## src/rtl/ws2812_decoder.sv

```systemverilog
// ws2812_decoder
// ---------------------------------------------------------------------------
// Recovers 24-bit pixel words from a WS2812-style one-wire NRZ LED stream.
// Each bit is a high pulse whose width selects 0 or 1, followed by a low
// time. A long low gap (the latch gap) ends the frame.
//
// Ports
//   clk          24 MHz clock, every flop on its rising edge
//   reset        synchronous, active-high reset
//   din          asynchronous serial LED data input
//   rgb          last completed pixel word, first-received bit in bit 23
//   rgb_valid    one-cycle strobe when rgb updates
//   frame_end    one-cycle strobe when the latch gap is detected
//   pixel_count  pixels completed in the current frame (saturates at 255)
//   bit_err      one-cycle strobe on any width or framing error
//
// Width measurement
//   The width counter is cleared on the edge that enters HIGH or LOW and then
//   counts cycles spent in that state. The measured width w used for every
//   decision is the counter plus the cycle being observed, so a synchronized
//   high pulse of N cycles is classified with w = N.
// ---------------------------------------------------------------------------
module ws2812_decoder #(
    parameter int T_BIT1  = 14,
    parameter int T_MIN   = 4,
    parameter int T_MAX   = 40,
    parameter int T_LATCH = 1200
) (
    input  logic        clk,
    input  logic        reset,
    input  logic        din,
    output logic [23:0] rgb,
    output logic        rgb_valid,
    output logic        frame_end,
    output logic [7:0]  pixel_count,
    output logic        bit_err
);

    // Thresholds brought to the counter width once, so compares stay 11-bit.
    localparam logic [10:0] T_BIT1_W   = 11'(T_BIT1);
    localparam logic [10:0] T_MIN_W    = 11'(T_MIN);
    localparam logic [10:0] T_MAX_W    = 11'(T_MAX);
    localparam logic [10:0] T_TIMEOUT  = 11'(T_MAX + 1);
    localparam logic [10:0] T_LATCH_W  = 11'(T_LATCH);
    localparam logic [10:0] CNT_MAX    = 11'h7FF;
    localparam logic [4:0]  WORD_BITS  = 5'd24;
    localparam logic [7:0]  PIX_MAX    = 8'hFF;

    typedef enum logic [1:0] {
        IDLE,
        HIGH,
        LOW,
        ERR
    } state_t;

    state_t      state;
    state_t      state_next;

    logic        din_s1;
    logic        din_s2;
    logic        din_prev;
    logic        rise;
    logic        fall;

    logic [10:0] cnt;
    logic [10:0] cnt_next;
    logic [10:0] cnt_inc;

    logic [23:0] shreg;
    logic [4:0]  bit_cnt;
    logic        word_done;

    logic        shift_en;
    logic        shift_val;
    logic        word_clear;
    logic        err_evt;
    logic        latch_evt;

    // Edges come only from the synchronized copy; din_prev is the history flop.
    assign rise = din_s2 & ~din_prev;
    assign fall = ~din_s2 & din_prev;

    // Saturating increment: the counter sticks at its maximum instead of
    // wrapping, so a stuck line can never look like a fresh short pulse.
    assign cnt_inc = (cnt == CNT_MAX) ? cnt : cnt + 11'd1;

    // Bit counter reaches 24 for exactly one cycle after the last shift; that
    // cycle transfers the word to rgb.
    assign word_done = (bit_cnt == WORD_BITS);

    // Next-state and event logic. Latch detection in LOW is tested before the
    // rising edge so a coincident edge loses to the end-of-frame decision.
    always_comb begin
        state_next = state;
        cnt_next   = cnt;
        shift_en   = 1'b0;
        shift_val  = 1'b0;
        word_clear = 1'b0;
        err_evt    = 1'b0;
        latch_evt  = 1'b0;

        case (state)
            IDLE: begin
                if (rise) begin
                    state_next = HIGH;
                    cnt_next   = '0;
                end
            end

            HIGH: begin
                if (fall) begin
                    if ((cnt_inc < T_MIN_W) || (cnt_inc > T_MAX_W)) begin
                        err_evt    = 1'b1;
                        word_clear = 1'b1;
                        state_next = ERR;
                        cnt_next   = '0;
                    end else begin
                        shift_en   = 1'b1;
                        shift_val  = (cnt_inc >= T_BIT1_W);
                        state_next = LOW;
                        cnt_next   = '0;
                    end
                end else if (cnt_inc >= T_TIMEOUT) begin
                    // Pulse already too long; give up without waiting for the fall.
                    err_evt    = 1'b1;
                    word_clear = 1'b1;
                    state_next = ERR;
                    cnt_next   = '0;
                end else begin
                    cnt_next = cnt_inc;
                end
            end

            LOW: begin
                if (cnt_inc >= T_LATCH_W) begin
                    latch_evt  = 1'b1;
                    err_evt    = (bit_cnt != 5'd0);
                    word_clear = 1'b1;
                    state_next = IDLE;
                    cnt_next   = '0;
                end else if (rise) begin
                    state_next = HIGH;
                    cnt_next   = '0;
                end else begin
                    cnt_next = cnt_inc;
                end
            end

            ERR: begin
                // Only an unbroken low stretch of latch length recovers.
                if (din_s2) begin
                    cnt_next = '0;
                end else if (cnt_inc >= T_LATCH_W) begin
                    state_next = IDLE;
                    cnt_next   = '0;
                end else begin
                    cnt_next = cnt_inc;
                end
            end

            default: begin
                state_next = IDLE;
                cnt_next   = '0;
            end
        endcase
    end

    // State register, synchronizer and registered strobes.
    always_ff @(posedge clk) begin
        if (reset) begin
            state     <= IDLE;
            cnt       <= '0;
            din_s1    <= 1'b0;
            din_s2    <= 1'b0;
            din_prev  <= 1'b0;
            bit_err   <= 1'b0;
            frame_end <= 1'b0;
        end else begin
            state     <= state_next;
            cnt       <= cnt_next;
            din_s1    <= din;
            din_s2    <= din_s1;
            din_prev  <= din_s2;
            bit_err   <= err_evt;
            frame_end <= latch_evt;
        end
    end

    // Word assembly. A clear (error entry or latch with a partial word)
    // discards the shift register and leaves rgb untouched.
    always_ff @(posedge clk) begin
        if (reset) begin
            shreg     <= '0;
            bit_cnt   <= '0;
            rgb       <= '0;
            rgb_valid <= 1'b0;
        end else begin
            rgb_valid <= 1'b0;
            if (word_clear) begin
                shreg   <= '0;
                bit_cnt <= '0;
            end else if (shift_en) begin
                shreg   <= {shreg[22:0], shift_val};
                bit_cnt <= bit_cnt + 5'd1;
            end else if (word_done) begin
                rgb       <= shreg;
                rgb_valid <= 1'b1;
                bit_cnt   <= '0;
            end
        end
    end

    // Pixel counter: counts completed words, cleared the cycle after
    // frame_end, otherwise held (including through ERR).
    always_ff @(posedge clk) begin
        if (reset) begin
            pixel_count <= '0;
        end else if (frame_end) begin
            pixel_count <= '0;
        end else if (word_done && !word_clear && !shift_en) begin
            if (pixel_count != PIX_MAX) begin
                pixel_count <= pixel_count + 8'd1;
            end
        end
    end

endmodule

```

## config.mk

```make
export PLATFORM = sky130hd
export DESIGN_NAME = ws2812_decoder
export DESIGN_NICKNAME = d
export VERILOG_FILES = /design/src/rtl/ws2812_decoder.sv
export SDC_FILE = /design/constraint.sdc
export NUM_CORES = 1
export LEC_CHECK = 0
export ABC_AREA = 1
export ABC_CLOCK_PERIOD_IN_PS = 4500
export BUFFER_PORTS_ARGS = -buffer_cell sky130_fd_sc_hd__buf_2
export CAP_MARGIN = 20
export CORE_MARGIN = 2
export CORE_UTILIZATION = 45
export CTS_CLUSTER_DIAMETER = 100
export CTS_CLUSTER_SIZE = 40
export DETAILED_ROUTE_END_ITERATION = 16
export PLACE_DENSITY = 0.63
export SLEW_MARGIN = 5
export SYNTH_ARGS = -nofsm -noshare
export SYNTH_HDL_FRONTEND = slang
export SYNTH_SLANG_ARGS = --single-unit
```

## constraint.sdc

```tcl
create_clock -name clk -period 4.5 [get_ports clk]
set_input_delay 0.225 -clock clk [delete_from_list [all_inputs] [get_ports clk]]
set_output_delay 0.225 -clock clk [all_outputs]
set_load 0.1 [all_outputs]
```

Word-level counts from Yosys, hierarchy flattened --
Index checks and enable logic that the tools add are counted.
Word-level totals: flip-flop bits (word level) 80, bits of input ports 3, output and inout bits 35, word-level logic and storage cells 85
Cells by class: $add $sub $neg 3, magnitude comparators 5, equality and inequality tests 10, multiplexer cells 33, bitwise gates (word level) 7, reduce and logical (&&, ||, !) cells 15
Operators by type and width (count):
- $mux W11 | 8
- $pmux W11 S4 | 1
- $mux W1 | 13
- $mux W2 | 6
- $add A11 B1 Y11 const B | 1
- $eq A11 B11 Y1 const B | 1
- $ge A11 B11 Y1 const B | 1
- $ge A11 B4 Y1 const B | 1
- $ge A11 B6 Y1 const B | 1
- $gt A11 B6 Y1 const B | 1
- $lt A11 B3 Y1 const B | 1
- $mux W5 | 2
- $add A8 B1 Y8 const B | 1
- $ne A8 B8 Y1 const B | 1
- $pmux W2 S4 | 1
- $ne A2 B2 Y1 const B | 3
- $reduce_and A3 Y1 | 2
- $reduce_or A2 Y1 | 3
- $add A5 B1 Y5 const B | 1
- $eq A5 B5 Y1 const B | 1
- $not A1 Y1 | 5
- $reduce_bool A5 Y1 | 1
- $eq A2 B2 Y1 const B | 2
- $pmux W1 S2 | 2
- 10 further kinds | 13

Longest topological paths before layout --
Gate-level depths: netlist of run 1.
depth after elaboration 11, mapped depth 19, depth with buffers taken out 18

Worst setup path before layout of run 1 --
No wires, ideal clock.
path kind reg2reg, start register pixel_count[1], end register pixel_count[3], setup time 114 ps, data arrival time 2129 ps, required time 4386 ps, path slack 2257 ps, cell stages (with the launch flop) 13, buffers on the path 0, period minus slack after synthesis 2243 ps, cell sequence dfxtp_1 > ha_1 > nand2_1 > inv_1 > nand3_1 > nor2_1 > inv_1 > nand2_1 > inv_1 > nand3_1 > nand2_1 > nand2_1 > nor2_1
Between the ends: word-level cells in the longest chain between the ends 2, elaborated cells on any way between the ends 3, those cells by class add/sub (1); eq/ne (1); reduce/logical (1)
Ends and longest elaborated chain:
- start: declaration | line 35 | output logic [7:0] pixel_count,
- start signal: assignment | line 222 | pixel_count <= pixel_count + 8'd1;
- parallel branches: the longest is 2 deep, another holds $add A8 B1 Y8
Parallel ways; which one is timed is not known. A chain may end at the register's enable or synchronous reset.

Final worst setup path of run 1 --
start register cnt[0], end register rgb[0]
Between the ends: word-level cells in the longest chain between the ends 9, elaborated cells on any way between the ends 19, those cells by class add/sub (1); order compare (4); eq/ne (1); mux (9); bitwise (2); reduce/logical (2)
Ends and longest elaborated chain:
- start: declaration | line 65 | logic [10:0] cnt;
- start signal: assignment | line 180 | cnt <= cnt_next;
- $add A11 B1 Y11 or $eq A11 B11 Y1 (tied branches) | line 85 | assign cnt_inc = (cnt == CNT_MAX) ? cnt : cnt + 11'd1;
- $mux W11 (*) | line 85
- $lt A11 B3 Y1 or $gt A11 B6 Y1 (tied branches) | line 112 | if ((cnt_inc < T_MIN_W) || (cnt_inc > T_MAX_W)) begin
- $logic_or A1 B1 Y1 | line 112
- $mux W1 | line 112
- $mux W1 | line 111 | if (fall) begin
- $pmux W1 S2 or $mux W1 (tied branches) | line 102 | case (state)
- $not A1 Y1 (no line)
- $reduce_and A3 Y1 (no line) (*)
- end signal: assignment | line 206 | rgb <= shreg;
- end: declaration | line 32 | output logic [23:0] rgb,
Mark *: on every way between the ends. The rest lies on a longest branch, timed or not.

==> results of run 1 <==
-- kinds of logic after synthesis --
logic type	count (synthesis)
buffers and inverters	71
xor gates and xnor gates	4
and+or+nand+nor	279
adders and majority gates	9
DFF	80
AOI/OAI and AO/OA	83
-- state kept, by name, indices dropped and copies added, names as in the netlist --
register,cells
rgb,24
shreg,24
cnt,11
pixel_count,8
bit_cnt,5
state,2
bit_err,1
din_prev,1
din_s1,1
din_s2,1
frame_end,1
rgb_valid,1
-- cells in the final DEF (no fill, tap or decap), types with 2 or more instances in the layout --
| cell type | Yosys | layout |
|---|---|---|
| nand3_2 | 5 | 5 |
| o21ai_1 | 24 | 24 |
| nand4_1 | 10 | 10 |
| nand3_1 | 32 | 32 |
| nand2_1 | 121 | 121 |
| buf_2 | 7 | 37 |
| clkbuf_8 | 0 | 10 |
| dfxtp_1 | 80 | 80 |
| xnor2_1 | 2 | 2 |
| inv_1 | 42 | 42 |
| clkinv_4 | 0 | 2 |
| nor3b_2 | 2 | 2 |
| nand2_8 | 2 | 2 |
| nor3_1 | 2 | 2 |
| nand2_2 | 7 | 7 |
| a21oi_1 | 45 | 45 |
| inv_2 | 2 | 2 |
| a211oi_1 | 2 | 2 |
| inv_6 | 1 | 2 |
| xor2_1 | 2 | 2 |
| o21ai_0 | 7 | 7 |
| ha_1 | 9 | 9 |
| nor2_2 | 22 | 22 |
| nor2_4 | 4 | 4 |
| nor2_1 | 67 | 67 |
-- routing by layer --
metal / up-vias / track usage, % / share of wire (%)
met5: - / 0 / 0
met4: 0 / 5.20 / 1.5
met3: 10 / 3.76 / 2.6
met2: 49 / 28.1 / 45
met1: 1430 / 21.8 / 51
li1: 1734 / - / -
-- where the power goes --
part	internal (µW)	switching (µW)	total (µW)
combinational	81.0	175	256
clock	279	276	555
sequential	720	14.1	734
-- layout make-up --
| cell class | count | area, µm² | area share (%) |
|---|---|---|---|
| clock buffer | 10 | 138 | 3.25 |
| clock inverter | 6 | 75.1 | 1.77 |
| inverter | 47 | 183 | 4.31 |
| multi-input combinational | 375 | 1920 | 45.2 |
| sequential | 80 | 1600 | 37.8 |
| tap | 105 | 131 | 3.10 |
| timing repair buffer | 38 | 193 | 4.55 |
-- worst max-delay path, stage by stage (launching register included) --
cell	delay [ns]
dfxtp_1	0.51
ha_1	0.26
nand2_1	0.10
nor2_4	0.17
nand3b_4	0.20
nand3_1	0.21
nor2_1	0.11
nand4_1	0.17
nand4_2	0.61
nand2_2	0.31
inv_2	0.17
nand2_8	0.21
inv_6	0.13
nor2_1	0.14
nor2_1	0.06
-- per-stage QoR --
step                      total power (µW)  cells  setup WS [ns]  utilization [%]  hold slack (ns)
after global routing                  1630    661          0.645             51.1           0.0582
final                                 1550    661           1.03             51.1           0.0749
after floorplan                        957    526           2.26                -            0.332
after global placement                1000    645           1.15             48.5            0.400
after detailed placement              1010    645           1.04             48.5            0.398
after CTS                             1560    661           1.01             51.1           0.0598
-- worst min-delay path by stage --
stage,start,end,slack (ns),depth (start not counted)
final,din,din_s1$_SDFF_PP0_,0.07,3
after global routing,din,din_s1$_SDFF_PP0_,0.06,3
after CTS,din,din_s1$_SDFF_PP0_,0.06,3
after detailed placement,din_s1$_SDFF_PP0_,din_s2$_SDFF_PP0_,0.40,2
after global placement,din_s1$_SDFF_PP0_,din_s2$_SDFF_PP0_,0.40,2
after floorplan,din,din_s1$_SDFF_PP0_,0.33,2
==> flow_metrics.env, run 1 <==
export IMPL_status="finished, final reports clean"
export IMPL_start_kind="flip-flop"
export IMPL_synthFlopType="dfxtp_1"
export IMPL_ys_ff_latch=80
export IMPL_reg2regPathDepth=14
export IMPL_cap_violations=0
export IMPL_wl_per_cell_um=11.5
export IMPL_die_area_mm2=0.00941
export IMPL_skew_ns=0.0169
export IMPL_max_freq_mhz=288
export IMPL_worstReg2RegStart="cnt[0]$_SDFFE_PP0P_"
export IMPL_gp_congestion=0.861
export IMPL_ir_drop_v=0.000241
export IMPL_synth_compound_area_share_pct=11.1
export IMPL_yosysUniqueCellTypes=40
export IMPL_grt_overflow_total=0
export IMPL_cts_buffers=9
export IMPL_finalWirelength_um=7600
export IMPL_setup_tns_ns=0
export IMPL_synth_edf_count=0
export IMPL_yosysWarnings=0
export IMPL_rsz0062_at_grt="no"
export IMPL_fillers=820
export IMPL_rows=33
export IMPL_grt_pass1_vias=2992
export IMPL_synth_fa_ha_area_share_pct=2.89
export IMPL_syn_area_mm2=0.00389
export IMPL_finalInstanceArea_mm2=0.00424
export IMPL_antenna_found_initial=0
export IMPL_synth_top_area_cell="dfxtp_1"
export IMPL_num_vias=3223
export IMPL_diodes=0
export IMPL_dr_first_iter_drc_count=152
export IMPL_power_leakage_uw=0.00178
export IMPL_nets=563
export IMPL_async_flop_share_pct=0
export IMPL_cp_required_ns=4.75
export IMPL_regToRegSetupSlack_ns=1.03
export IMPL_post_route_drc_count=0
export IMPL_clockRootBuffer="clkbuf_8"
export IMPL_yosys_area_share_xor_xnor_pct=0.900
export IMPL_finalMaxSlewViolations=0
export IMPL_hold_viol=0
export IMPL_clock_latency_ns=0.35
export IMPL_worstSetupPathType="reg2reg"
export IMPL_cts_sinks=80
export IMPL_placed_area_mm2=0.00403
export IMPL_crit_end="rgb[0]$_SDFFE_PP0P_"
export IMPL_synth_top_area_share_pct=41.1
export IMPL_worstPathMaxFanout=29
export IMPL_place_hpwl_um=5290
export IMPL_hold_buffers=0
export IMPL_io_pins=38
export IMPL_grt_use_total_pct=16.9
export IMPL_fin_crit_sh_pct=77.2
export IMPL_synthesis_nets=538
export IMPL_synthCells=526
export IMPL_antenna_left=0
export IMPL_grt_pass1_wl_um=13300
export IMPL_crit_arrival_ns=3.72
export IMPL_synth_top_family_by_area="simple AND/OR/NAND/NOR gates"
export IMPL_drive_gt1_share_pct=18.7
export IMPL_fp_dieW_um=97.0
export IMPL_core_mm2=0.00830
export IMPL_hold_class="in2reg"
export IMPL_initial_core_util_pct=46.9
export IMPL_synth_area_mux_share_pct=0
export IMPL_power_density_mw_per_mm2=365
export IMPL_port_buffers=37
export IMPL_synth_seq_area_share_pct=41.1
export IMPL_synth_simple_area_share_pct=34.4
export IMPL_synth_area_per_cell_um2=7.40
export IMPL_fin_crit_ns=3.47
export IMPL_synth_common_cells="nand2_1 (121), dfxtp_1 (80), nor2_1 (67), a21oi_1 (45), inv_1 (42)"
export IMPL_cts_resized=0
export IMPL_path_clk_slew_ns=0.09
export IMPL_yosys_top_cells_area="dfxtp_1 (41%), nand2_1 (12%), nor2_1 (6.5%), a21oi_1 (5.8%), nand3_1 (4.1%)"
export IMPL_cts_setup_buffers=0
export IMPL_yosysMostFrequentCell="nand2_1"
export IMPL_worstSetupStartpoint="cnt[0]$_SDFFE_PP0P_"
export IMPL_end_kind="flip-flop"
export IMPL_fp_dieH_um=97.0
export IMPL_grt_max_degree=31
export IMPL_worstMarginPinSlew_ns=0.835
export IMPL_clk_path_buf_depth=2
export IMPL_tritoncts="yes"
export IMPL_setup_viol=0
export IMPL_viasPerCell=4.88
export IMPL_firstDrtPassIters=6
export IMPL_slew_headroom_pct=44.1
export IMPL_rr_endpoint="rgb[0]$_SDFFE_PP0P_"
export IMPL_area_growth_pct=8.87
export IMPL_cts_htree_levels=3
Note: power is estimated with default switching activity, not from simulation.
==> inputs of run 2 (changes only) <==
--- a/config.mk
+++ b/config.mk
@@ -6,7 +6,7 @@
 export NUM_CORES = 1
 export LEC_CHECK = 0
 export ABC_AREA = 1
-export ABC_CLOCK_PERIOD_IN_PS = 4500
+export ABC_CLOCK_PERIOD_IN_PS = 3350
 export BUFFER_PORTS_ARGS = -buffer_cell sky130_fd_sc_hd__buf_2
 export CAP_MARGIN = 20
 export CORE_MARGIN = 2
==> constraint.sdc (replaced) <==
create_clock -name clk -period 3.35 [get_ports clk]
set_input_delay 0.1675 -clock clk [delete_from_list [all_inputs] [get_ports clk]]
set_output_delay 0.1675 -clock clk [all_outputs]
set_load 0.1 [all_outputs]
==> run 2 against run 1 <==
Sequential cell count unchanged. Wire length up 0.20%. Setup slack worse by 0.62 ns. Hold slack improved by 0.16 ns. Critical path depth up 1. Die area is the same. Clock power is 34% higher. Fmax rose by 18%. Global-route usage fell by 0.076 points. Largest power group unchanged.
==> flow_metrics.env, run 2 (synthesis gave the netlist of run 1 again) <==
export IMPL_holdPathEnd="din_s2$_SDFF_PP0_"
export IMPL_regToRegSetupSlack_ns=0.41
export IMPL_io_pins=38
export IMPL_nets=567
export IMPL_slew_headroom_pct=45.6
export IMPL_num_vias=3295
export IMPL_hold_buffers=1
export IMPL_hold_viol=0
export IMPL_cpMaxStageDelayCell="dfxtp_1"
export IMPL_grt_overflow_total=0
export IMPL_crit_arrival_ns=3.22
export IMPL_rr_endpoint="rgb[18]$_SDFFE_PP0P_"
export IMPL_firstDrtPassIters=4
export IMPL_clock_latency_ns=0.36
export IMPL_max_freq_mhz=340
export IMPL_fin_crit_sh_pct=87.8
export IMPL_worstReg2RegStart="cnt[0]$_SDFFE_PP0P_"
export IMPL_crit_family="simple AND/OR/NAND/NOR gates"
export IMPL_power_leakage_uw=0.00179
export IMPL_dr_first_iter_drc_count=125
export IMPL_placed_area_mm2=0.00405
export IMPL_crit_buf_inv=2
export IMPL_die_area_mm2=0.00941
export IMPL_port_buffers=37
export IMPL_final_common_cell="nand2_1"
export IMPL_antenna_found_initial=0
export IMPL_grt_pass1_wl_um=13300
export IMPL_cts_resized=0
export IMPL_hold_depth=2
export IMPL_worstPathMaxFanout=25
export IMPL_crit_chain="ha_1, nand2_1, nor2_4, nand3b_4, o21ai_1, nor2_1, nor2_2, nor2_4, nand4_2, nand2_2, inv_2, nand2_8, inv_6, nor2_2, nor2_1"
export IMPL_worstMarginPinSlew_ns=0.813
export IMPL_cts_sinks=80
export IMPL_status="finished, final reports clean"
export IMPL_power_density_mw_per_mm2=493
export IMPL_diodes=0
export IMPL_path_clk_slew_ns=0.09
export IMPL_antenna_left=0
export IMPL_grt_max_degree=31
export IMPL_place_hpwl_um=5160
export IMPL_fillers=838
export IMPL_gp_congestion=0.832
export IMPL_ir_drop_v=0.000357
export IMPL_cts_buffers=9
export IMPL_cts_htree_levels=3
export IMPL_worstSetupPathType="reg2reg"
export IMPL_hold_start="reset"
export IMPL_cap_violations=0
export IMPL_fp_dieW_um=97.0
export IMPL_clockRootBuffer="clkbuf_8"
export IMPL_fp_dieH_um=97.0
export IMPL_drive_gt1_share_pct=19.1
export IMPL_hold_class="in2reg"
export IMPL_grt_pass1_vias=2994
export IMPL_reg2regPathDepth=15
export IMPL_finalInstanceArea_mm2=0.00427
export IMPL_initial_core_util_pct=46.9
export IMPL_fin_crit_ns=2.94
export IMPL_multiInputGateArea_mm2=0.00192
export IMPL_slowest_delay_ns=0.51
export IMPL_end_kind="flip-flop"
export IMPL_grt_use_total_pct=16.8
export IMPL_rows=33
export IMPL_regArea_mm2=0.00160
export IMPL_setup_tns_ns=0
export IMPL_wl_per_cell_um=11.5
export IMPL_area_growth_pct=9.58
export IMPL_clk_path_buf_depth=2
export IMPL_skew_ns=0.0133
export IMPL_finalWirelength_um=7620
export IMPL_start_kind="flip-flop"
export IMPL_mostFrequentLayoutCells="nand2_1 (121), dfxtp_1 (80), nor2_1 (67)"
export IMPL_cp_required_ns=3.63
export IMPL_top_regs="rgb x24, shreg x24, cnt x11"
export IMPL_rsz0062_at_grt="no"
export IMPL_core_mm2=0.00830
export IMPL_tritoncts="yes"
export IMPL_setup_viol=0
export IMPL_finalMaxSlewViolations=0
export IMPL_cts_setup_buffers=0
export IMPL_post_route_drc_count=0
export IMPL_viasPerCell=4.95
==> run 2: changes by cell type in the layout (fill, tap and decap cells not counted), sizes merged <==
cell / previous run / this run
clkbuf: 10 / 9
buf: 38 / 41
inv: 47 / 50
dlygate4sd3: 0 / 1
clkinv: 4 / 2
==> run 2: area by class of cell <==
class / instances / share of cell area (%)
sequential: 80 / 37.5
clock inverter: 7 / 1.96
tap: 105 / 3.08
inverter: 47 / 4.28
clock buffer: 9 / 2.90
timing repair buffer: 42 / 5.28
multi-input combinational: 375 / 45.0
==> run 2: stage by stage <==
| stage | worst slack (ns) | hold WS [ns] | util, % | power (µW) | std cells |
|---|---|---|---|---|---|
| floorplan | 1.11 | 0.274 | - | 1290 | 526 |
| global placement | 0.308 | 0.372 | 48.7 | 1360 | 647 |
| detailed placement | 0.472 | 0.384 | 48.8 | 1370 | 648 |
| CTS | 0.439 | 0.208 | 51.4 | 2120 | 665 |
| global route | 0.107 | 0.242 | 51.4 | 2200 | 665 |
| finish | 0.410 | 0.233 | 51.4 | 2100 | 665 |
==> run 2: power breakdown <==
group / leakage, µW / internal (µW) / switching (µW) / total (µW)
registers: 0.000645 / 967 / 17.9 / 985
logic: 0.00104 / 121 / 250 / 371
clock network: 0.000103 / 360 / 386 / 746
total: 0.00179 / 1450 / 655 / 2100
==> run 2: worst max-delay path by stage <==
stage	to	slack (ns)	from	cells past startpoint
after floorplan	pixel_count[3]$_SDFFE_PP0P_	1.11	pixel_count[1]$_SDFFE_PP0P_	12
after global placement	cnt[8]$_SDFFE_PP0P_	0.31	cnt[0]$_SDFFE_PP0P_	13
after global routing	rgb[18]$_SDFFE_PP0P_	0.11	cnt[0]$_SDFFE_PP0P_	15
after CTS	rgb[18]$_SDFFE_PP0P_	0.44	cnt[0]$_SDFFE_PP0P_	15
after detailed placement	rgb[0]$_SDFFE_PP0P_	0.47	cnt[0]$_SDFFE_PP0P_	15
final	rgb[18]$_SDFFE_PP0P_	0.41	cnt[0]$_SDFFE_PP0P_	15
==> run 2: layer usage <==
metal / up-vias / track usage, % / wire length [µm]
met4: 0 / 6.18 / 156
li1: 1744 / - / -
met2: 56 / 26.9 / 3430
met3: 14 / 4.26 / 269
met5: - / 0 / 0
met1: 1481 / 21.9 / 3760
==> inputs of run 3 (changes only) <==
--- a/config.mk
+++ b/config.mk
@@ -6,7 +6,7 @@
 export NUM_CORES = 1
 export LEC_CHECK = 0
 export ABC_AREA = 1
-export ABC_CLOCK_PERIOD_IN_PS = 3350
+export ABC_CLOCK_PERIOD_IN_PS = 2500
 export BUFFER_PORTS_ARGS = -buffer_cell sky130_fd_sc_hd__buf_2
 export CAP_MARGIN = 20
 export CORE_MARGIN = 2
@@ -14,7 +14,7 @@
 export CTS_CLUSTER_DIAMETER = 100
 export CTS_CLUSTER_SIZE = 40
 export DETAILED_ROUTE_END_ITERATION = 16
-export PLACE_DENSITY = 0.63
+export PLACE_DENSITY = 0.66
 export SLEW_MARGIN = 5
 export SYNTH_ARGS = -nofsm -noshare
 export SYNTH_HDL_FRONTEND = slang
==> constraint.sdc (replaced) <==
create_clock -name clk -period 2.5 [get_ports clk]
set_input_delay 0.125 -clock clk [delete_from_list [all_inputs] [get_ports clk]]
set_output_delay 0.125 -clock clk [all_outputs]
set_load 0.1 [all_outputs]
==> run 3 against run 2 <==
First-iteration DRC count up 8.0%. Global-route usage increased by 0.40 points. Fmax grew 23%. Wire length increased by 8.5%. Total power increased by 36%. Clock power is 34% higher.
==> flow_metrics.env, run 3 (synthesis gave the netlist of run 1 again) <==
export IMPL_finalWirelength_um=8260
export IMPL_start_kind="flip-flop"
export IMPL_path_clk_slew_ns=0.09
export IMPL_power_leakage_uw=0.00198
export IMPL_end_kind="flip-flop"
export IMPL_crit_arrival_ns=2.64
export IMPL_ir_drop_v=0.000479
export IMPL_cts_buffers=9
export IMPL_wl_per_cell_um=12.0
export IMPL_top_regs="rgb x24, shreg x24, cnt x11"
export IMPL_cts_htree_levels=3
export IMPL_crit_buf_inv=5
export IMPL_clockRootBuffer="clkbuf_8"
export IMPL_num_vias=3460
export IMPL_worstPathMaxFanout=7
export IMPL_firstDrtPassIters=4
export IMPL_rows=33
export IMPL_grt_pass1_wl_um=13800
export IMPL_combPwrFrac_pct=18.9
export IMPL_clock_latency_ns=0.36
export IMPL_grt_overflow_total=0
export IMPL_io_pins=38
export IMPL_placed_area_mm2=0.00413
export IMPL_dr_first_iter_drc_count=135
export IMPL_crit_family="simple AND/OR/NAND/NOR gates"
export IMPL_cp_required_ns=2.75
export IMPL_hold_class="in2reg"
export IMPL_final_cells=688
export IMPL_worstMarginPinSlew_ns=0.748
export IMPL_initial_core_util_pct=46.9
export IMPL_p_int_uw=2000
export IMPL_finalInstanceArea_mm2=0.00468
export IMPL_power_density_mw_per_mm2=612
export IMPL_hold_viol=0
export IMPL_place_hpwl_um=5400
export IMPL_nets=590
export IMPL_fin_crit_ns=2.39
export IMPL_total_power_uw=2860
export IMPL_rsz0062_at_grt="yes"
export IMPL_post_route_drc_count=0
export IMPL_cts_sinks=80
export IMPL_gp_congestion=0.837
export IMPL_crit_chain="ha_4, nand2_4, nor2_4, buf_6, nand3_2, nand2_1, inv_2, nor2_4, nand4_1, buf_4, nand4_4, nand2_4, inv_8, nand2_8, buf_4, o21ai_1, nor2_1"
export IMPL_finalMaxSlewViolations=0
export IMPL_die_area_mm2=0.00941
export IMPL_cap_violations=0
export IMPL_fin_crit_sh_pct=95.5
export IMPL_antenna_left=0
export IMPL_grt_max_degree=31
export IMPL_final_common_cell="nand2_1"
export IMPL_power_share_clock_pct=35.1
export IMPL_tritoncts="yes"
export IMPL_slowest_delay_ns=0.36
export IMPL_place_ws_ns=-0.0280
export IMPL_max_freq_mhz=419
export IMPL_fp_dieW_um=97.0
export IMPL_area_growth_pct=20.1
export IMPL_drive_gt1_share_pct=26.1
export IMPL_clk_path_buf_depth=2
export IMPL_diodes=0
export IMPL_p_sw_uw=863
export IMPL_cpMaxStageDelayCell="dfxtp_2"
export IMPL_slew_headroom_pct=50.1
export IMPL_worstSetupPathType="reg2reg"
export IMPL_mostFrequentLayoutCells="nand2_1 (118), dfxtp_1 (75), nor2_1 (61)"
export IMPL_fp_dieH_um=97.0
export IMPL_grt_use_total_pct=17.2
export IMPL_status="finished, final reports clean"
export IMPL_port_buffers=37
export IMPL_viasPerCell=5.03
export IMPL_antenna_found_initial=0
export IMPL_dpl_cell_count=655
export IMPL_setup_viol=0
export IMPL_fin_ws_ns=0.113
export IMPL_core_mm2=0.00830
export IMPL_switching_share_pct=30.2
export IMPL_seq_power_share_pct=46.0
export IMPL_grt_pass1_vias=3186
export IMPL_skew_ns=0.00932
[run 3: path summary, 6_finish.rpt]
kind | end | cells past startpoint | slack [ns] | start
min reg2reg | din_s2$_SDFF_PP0_ | 2 | 0.41 | din_s1$_SDFF_PP0_
max | rgb[2]$_SDFFE_PP0P_ | 17 | 0.11 | cnt[1]$_SDFFE_PP0P_
min | din_prev$_SDFF_PP0_ | 2 | 0.17 | reset
max reg2reg | rgb[2]$_SDFFE_PP0P_ | 17 | 0.11 | cnt[1]$_SDFFE_PP0P_
[run 3: stage by stage]
step	TNS, ns	hold slack (ns)	utilization [%]
after global routing	-1.05	0.208	56.3
final	0	0.171	56.3
after floorplan	0	0.232	-
after global placement	0	0.337	49.7
after CTS	0	0.167	52.5
after detailed placement	-0.0480	0.340	49.7
[run 3: area by class of cell]
type | instances | area [µm²]
Fill cell | 797 | 3620
Multi-Input combinational cell | 377 | 2040
Sequential cell | 80 | 1610
Timing Repair Buffer | 63 | 487
Inverter | 47 | 198
Clock buffer | 10 | 138
Tap cell | 105 | 131
Clock inverter | 6 | 73.8
[run 3: worst register-to-register path: stages (launching register included)]
cell and delay (ns):
dfxtp_2 0.36, ha_4 0.16, nand2_4 0.05, nor2_4 0.20
buf_6 0.13, nand3_2 0.06, nand2_1 0.07, inv_2 0.06
nor2_4 0.10, nand4_1 0.16, buf_4 0.19, nand4_4 0.09
nand2_4 0.10, inv_8 0.10, nand2_8 0.09, buf_4 0.15
o21ai_1 0.14, nor2_1 0.05
[run 3: power by group through the flow]
stage	sequential, µW	clock, µW	combinational [µW]
after floorplan	1340	0	382
after global placement	1340	0	511
after detailed placement	1340	0	512
after CTS	1310	1040	517
after global routing	1320	1080	617
final	1320	1000	541
[run 3: per-layer routing]
metal	GRT usage, %	vias to the layer above	part of all wire, %
met5	0	-	0
met4	6.72	0	1.8
met3	3.54	16	3.5
met2	28.6	61	47
met1	21.8	1580	48
li1	-	1803	-
[run 3: what timing repair did]
item                       4_1_cts  5_1_grt
cloned                           0        5
setup endpoints to repair        9       74
gates resized for setup          2       43
setup buffers                    0       11
hold buffers                     1        0
hold endpoints to repair         1        0
pin swaps                        0       18
